`config.mk`:
```
export PLATFORM = sky130hd
export DESIGN_NAME = flu_length_meter
export DESIGN_NICKNAME = d
export VERILOG_FILES = /design/src/rtl/flu_length_meter_pkg.sv /design/src/rtl/flu_length_fifo.sv /design/src/rtl/flu_length_meter.sv
export SDC_FILE = /design/constraint.sdc
export NUM_CORES = 1
export LEC_CHECK = 0
export ABC_AREA = 1
export CAP_MARGIN = 20
export CORE_AREA = 2 2 218 220
export DETAILED_ROUTE_END_ITERATION = 6
export DIE_AREA = 0 0 220 222
export DONT_BUFFER_PORTS = 1
export GPL_TIMING_DRIVEN = 1
export SLEW_MARGIN = 20
export SYNTH_ARGS = -nofsm -noshare
export SYNTH_HDL_FRONTEND = slang
export SYNTH_SLANG_ARGS = --single-unit
```
`constraint.sdc`:
```
create_clock -name CLK -period 2.7 [get_ports CLK]
set_input_delay 0.675 -clock CLK [delete_from_list [all_inputs] [get_ports CLK]]
set_output_delay 0.675 -clock CLK [all_outputs]
set_load 0.02 [all_outputs]
```
`src/rtl/flu_length_meter_pkg.sv`:
```
// Shared constants, helper and types for the FLU length meter.
package flu_length_meter_pkg;

    function automatic int log2(input int n);
        int r;
        r = 0;
        while ((1 << r) < n) r++;
        return r;
    endfunction

    localparam int DATA_WIDTH_D    = 256;
    localparam int SOP_POS_WIDTH_D = 2;
    localparam int LENGTH_WIDTH_D  = 16;
    localparam int FIFO_ITEMS_D    = 4;

    localparam int W_BYTES     = DATA_WIDTH_D / 8;
    localparam int BLOCK_BYTES = W_BYTES >> SOP_POS_WIDTH_D;

    typedef logic [LENGTH_WIDTH_D-1:0] length_t;

endpackage

```
`src/rtl/flu_length_fifo.sv`:
```
// Small synchronous FIFO holding measured frame lengths.
module flu_length_fifo
    import flu_length_meter_pkg::*;
#(
    parameter int ITEMS = FIFO_ITEMS_D,
    parameter int WIDTH = LENGTH_WIDTH_D
) (
    input  logic             CLK,
    input  logic             RESET,
    input  logic             push,
    input  logic             pop,
    input  logic [WIDTH-1:0] din,
    output logic [WIDTH-1:0] dout,
    output logic             full,
    output logic             empty
);
    localparam int AW = log2(ITEMS);

    logic [WIDTH-1:0] mem [ITEMS];
    logic [AW-1:0]    wr;
    logic [AW-1:0]    rd;
    logic [AW:0]      cnt;
    logic             wr_en;
    logic             rd_en;

    assign full  = (cnt == (AW+1)'(ITEMS));
    assign empty = (cnt == '0);
    assign wr_en = push & ~full;
    assign rd_en = pop & ~empty;
    assign dout  = empty ? '0 : mem[rd];

    always_ff @(posedge CLK) begin
        if (RESET) begin
            wr  <= '0;
            rd  <= '0;
            cnt <= '0;
        end else begin
            if (wr_en) wr <= wr + 1'b1;
            if (rd_en) rd <= rd + 1'b1;
            case ({wr_en, rd_en})
                2'b10:   cnt <= cnt + 1'b1;
                2'b01:   cnt <= cnt - 1'b1;
                default: cnt <= cnt;
            endcase
        end
    end

    always_ff @(posedge CLK) begin
        if (wr_en) mem[wr] <= din;
    end

endmodule

```
`src/rtl/flu_length_meter.sv`:
```
// FLU pass-through that measures each frame's byte length into a FIFO.
module flu_length_meter
    import flu_length_meter_pkg::*;
#(
    parameter int DATA_WIDTH    = DATA_WIDTH_D,
    parameter int SOP_POS_WIDTH = SOP_POS_WIDTH_D,
    parameter int LENGTH_WIDTH  = LENGTH_WIDTH_D,
    parameter int FIFO_ITEMS    = FIFO_ITEMS_D
) (
    input  logic                               CLK,
    input  logic                               RESET,
    input  logic [DATA_WIDTH-1:0]              RX_DATA,
    input  logic [SOP_POS_WIDTH-1:0]           RX_SOP_POS,
    input  logic [log2(DATA_WIDTH/8)-1:0]      RX_EOP_POS,
    input  logic                               RX_SOP,
    input  logic                               RX_EOP,
    input  logic                               RX_SRC_RDY,
    output logic                               RX_DST_RDY,
    output logic [DATA_WIDTH-1:0]              TX_DATA,
    output logic [SOP_POS_WIDTH-1:0]           TX_SOP_POS,
    output logic [log2(DATA_WIDTH/8)-1:0]      TX_EOP_POS,
    output logic                               TX_SOP,
    output logic                               TX_EOP,
    output logic                               TX_SRC_RDY,
    input  logic                               TX_DST_RDY,
    output logic [LENGTH_WIDTH-1:0]            LENGTH,
    output logic                               LENGTH_READY,
    input  logic                               LENGTH_NEXT
);
    localparam int WB  = DATA_WIDTH / 8;
    localparam int BLK = WB >> SOP_POS_WIDTH;
    localparam int EW  = log2(WB);
    localparam int SW  = LENGTH_WIDTH + EW + 2;

    logic [LENGTH_WIDTH-1:0] cnt, cnt_n, push_len;
    logic                    in_frame, inf_n;
    logic                    push, full, empty, xfer;
    logic [SW-1:0]           sop_b, eop_b, end_len, mid_len, start_len, one_len;

    // Wide intermediate sums are clamped back to the reported width.
    function automatic logic [LENGTH_WIDTH-1:0] sat(input logic [SW-1:0] v);
        return (|v[SW-1:LENGTH_WIDTH]) ? '1 : v[LENGTH_WIDTH-1:0];
    endfunction

    assign TX_DATA    = RX_DATA;
    assign TX_SOP_POS = RX_SOP_POS;
    assign TX_EOP_POS = RX_EOP_POS;
    assign TX_SOP     = RX_SOP;
    assign TX_EOP     = RX_EOP;
    assign TX_SRC_RDY = RX_SRC_RDY & ~full;
    assign RX_DST_RDY = TX_DST_RDY & ~full;
    assign xfer       = RX_SRC_RDY & RX_DST_RDY;

    assign sop_b     = SW'(RX_SOP_POS) * SW'(BLK);
    assign eop_b     = SW'(RX_EOP_POS);
    assign end_len   = SW'(cnt) + eop_b + SW'(1);
    assign mid_len   = SW'(cnt) + SW'(WB);
    assign start_len = SW'(WB) - sop_b;
    assign one_len   = eop_b + SW'(1) - sop_b;

    always_comb begin
        push     = 1'b0;
        push_len = '0;
        cnt_n    = cnt;
        inf_n    = in_frame;
        if (xfer) begin
            if (in_frame) begin
                if (RX_EOP) begin
                    push     = 1'b1;
                    push_len = sat(end_len);
                    if (RX_SOP) cnt_n = sat(start_len);
                    else        inf_n = 1'b0;
                end else if (RX_SOP) begin
                    cnt_n = sat(start_len);
                end else begin
                    cnt_n = sat(mid_len);
                end
            end else if (RX_SOP && RX_EOP && sop_b <= eop_b) begin
                push     = 1'b1;
                push_len = sat(one_len);
            end else if (RX_SOP) begin
                cnt_n = sat(start_len);
                inf_n = 1'b1;
            end
        end
    end

    always_ff @(posedge CLK) begin
        if (RESET) begin
            cnt      <= '0;
            in_frame <= 1'b0;
        end else begin
            cnt      <= cnt_n;
            in_frame <= inf_n;
        end
    end

    flu_length_fifo #(
        .ITEMS (FIFO_ITEMS),
        .WIDTH (LENGTH_WIDTH)
    ) u_fifo (
        .CLK   (CLK),
        .RESET (RESET),
        .push  (push),
        .pop   (LENGTH_NEXT),
        .din   (push_len),
        .dout  (LENGTH),
        .full  (full),
        .empty (empty)
    );

    assign LENGTH_READY = ~empty;

endmodule

```
==> results <==
-- metal layers --
metal  part of all wire  wire length [µm]  GRT usage  vias to the layer above
met2               0.42              9730      0.133                      339
met1               0.35              8000     0.0898                     1911
li1                   -                 -          -                     2041
met5             0.0047               109     0.0222                        -
met4              0.062              1420     0.0552                        4
met3               0.16              3720     0.0628                      101
-- cells by family after synthesis --
kind of cell,Yosys count
xor gates and xnor gates,7
buffers and inverters,344
AOI/OAI and AO/OA,128
DFF,90
and+or+nand+nor,254
adders and majority gates,27
-- metrics by stage --
stage / setup WS (ps) / hold slack [ps] / power (mW) / instance area, µm² / setup TNS (ps)
after floorplan: 0.628 / 436 / 2.39 / 6980 / 0
after global placement: -51.0 / 450 / 2.02 / 6130 / -51.0
after detailed placement: -9.40 / 449 / 2.03 / 6130 / -37.4
after CTS: 79.1 / 386 / 3.37 / 6450 / 0
after global routing: 45.0 / 384 / 3.49 / 6460 / 0
final: 199 / 394 / 3.33 / 6460 / 0
-- registers in the layout (all words and copies together), names as in the netlist, named ones only --
signal / flops
in_frame: 1
u_fifo.cnt: 3
u_fifo.wr: 2
cnt: 16
u_fifo.mem: 64
u_fifo.rd: 2
-- worst paths after layout --
kind	startpoint	endpoint
min	RESET	cnt[3]$_SDFFE_PP0P_
max reg2reg	u_fifo.cnt[2]$_SDFFE_PP0P_	u_fifo.cnt[2]$_SDFFE_PP0P_
min reg2reg	cnt[0]$_SDFFE_PP0P_	cnt[0]$_SDFFE_PP0P_
max	flip-flop	LENGTH[0]
-- cell type report --
cell class                 count  area (µm²)
timing repair buffer          49         430
tap                          607         759
clock inverter                 7        98.8
fill                        5286       39800
sequential                    90        2440
multi-input combinational    416        2260
clock buffer                   9         225
inverter                      65         244
-- power groups by stage --
stage	sequential (mW)	combinational [mW]	clock, mW
floorplan	1.53	0.858	0
global placement	1.55	0.476	0
detailed placement	1.55	0.480	0
CTS	1.52	0.482	1.37
global route	1.52	0.529	1.44
finish	1.52	0.466	1.35
-- cells in the final DEF, fill, tap and decap left out, drive strengths merged --
| cell type | netlist | layout |
|---|---|---|
| nand3 | 29 | 29 |
| inv | 65 | 67 |
| xnor2 | 2 | 2 |
| dfxtp | 26 | 26 |
| and2 | 1 | 1 |
| a21oi | 60 | 60 |
| a21o | 1 | 1 |
| nor2 | 111 | 111 |
| xor2 | 5 | 5 |
| o22ai | 1 | 1 |
| or2 | 4 | 4 |
| nor3 | 6 | 6 |
| nand2 | 100 | 100 |
| edfxtp | 64 | 64 |
| fa | 3 | 3 |
| buf | 266 | 49 |
| clkinvlp | 0 | 1 |
| clkinv | 0 | 2 |
| o211ai | 1 | 1 |
| bufinv | 0 | 2 |
| a31oi | 1 | 1 |
| clkbuf | 13 | 9 |
| o21ai | 64 | 64 |
| nand4 | 3 | 3 |
| ha | 24 | 24 |
-- repair_timing --
item / CTS / global route
resized for setup: 1 / 1
setup endpoints to repair: 10 / 1
pin swaps: 0 / 0
-- worst max-delay path: cells and delay by family (launching register included) --
family / cells / cell delay (ps)
buffers and inverters: 3 / 490
AO/OA/AOI/OAI: 2 / 340
flip-flops: 1 / 530
AND/OR/NAND/NOR: 2 / 120
==> qor.txt <==
WL final: 23000 µm
DRC Markers: 0
Avg Inst Size Synth: 8.22 µm²
hold buffers post-CTS: 0
combinational power share: 0.140
cell with the most instances after synthesis: buf_4
Pins Over Slew Limit: 0
max cap viols: 0
grt total ovfl: 0
P_int: 2.48 mW
Netlist Area Pre-Place: 6980 µm²
first-pass GRT wire length: 31200 µm
Hold Vio Cnt, Final: 0
Post-synth EDFFs: 64
Placeable Area: 46300 µm²
area grow syn2layout: -7.51%
Die Width: 220 µm
Synth warnings: 0
Synth area leaders: buf_4, edfxtp_1, dfxtp_1
GPL Wtd Cong: 0.810
CTS tree: built
initial DRC count: 199
CTS Buf Count: 9
area leader, netlist: buf_4
R2R depth: 14
Arr. time, crit path: 1830 ps
post-synthesis mux area share: 0
CP Class: reg -> out
status: complete, no violations
Clock Tree Buf Depth: 2
WL per Instance: 18.5 µm
Util after Layout: 0.140
routed via count: 4396
worst-margin pin slew: 624 ps
Synth cell types: 36
top cells by count, synth: buf_4, nor2_1, nand2_1, edfxtp_1, o21ai_0
maximum vdd drop: 295 µV
syn nets: 1147
critical path data required time: 2030 ps
Initial Utilization: 0.151
final net count: 928
largest family of logic cells by synthesized area: buffers and inverters
io pins: 554
Synth Area in Compound Gates: 0.0966
Skew-Pair Late Insertion Delay: 340 ps
RSZ-0062 raised after global routing: no
input/output buffers: 0
Synth Area in Simple Gates: 0.165
critical path's slowest cell: dfxtp_2
Flop pwr share: 0.456
PD cells: 515 nW/µm²
CTS H-tree depth: 3
r2r setup slk: 400 ps
hold depth: 1
Non-Filler Instances: 1243
pin count of the biggest net entering global routing: 19
number of setup buffers added after CTS: 0
antenna violations before repair: 0
Cells after Synth: 850
Crit Path Max Fanout: 15
NetSw: 845 µW
Die Height: 222 µm
FMAX: 400 MHz
post-synthesis sequential area ratio: 0.350
TritonCTS sink count: 90
Crit path largest cell delay: 530 ps
Synth Area in XOR/XNOR: 0.00878
Sw Share: 0.254
diodes inserted: 0
startpoint type of the worst setup path: flip-flop
layout cell share with drive strength beyond 1: 0.171
Placed Instances: 1227
worst-case clock skew: 6.35 ps
Setup crit end kind: primary output
Die ar.: 48800 µm²
Tmin final: 2500 ps
Synth top area share: 0.285
Final ANT Viol Nets: 0
Slew HR: 0.584
synthesized-area fraction occupied by adder cells: 0.0516
final critical-path share of the clock period: 0.926
Setup violations, final: 0
GRT Resource Usage Total: 0.0899
Most used DFF post-synth: edfxtp_1
asr flop ratio synth: 0
root buffer cell: clkbuf_16
first drt pass iteration count: 5
hold crit path type: in -> reg
critical path, cell by cell: buf_12 > nor2_1 > nor2_1 > o21ai_0 > a21oi_1 > buf_4 > buf_4
FP Rows: 79
number of synthesized register bits: 90
clk slew on worst S/H paths: 70 ps
vias in the first global route: 4259
vias per cell: 3.54
Leak: 2.43 nW
DP HPWL: 18900 µm
clock share of power: 0.404
Note: power is estimated with default switching activity, not from simulation.
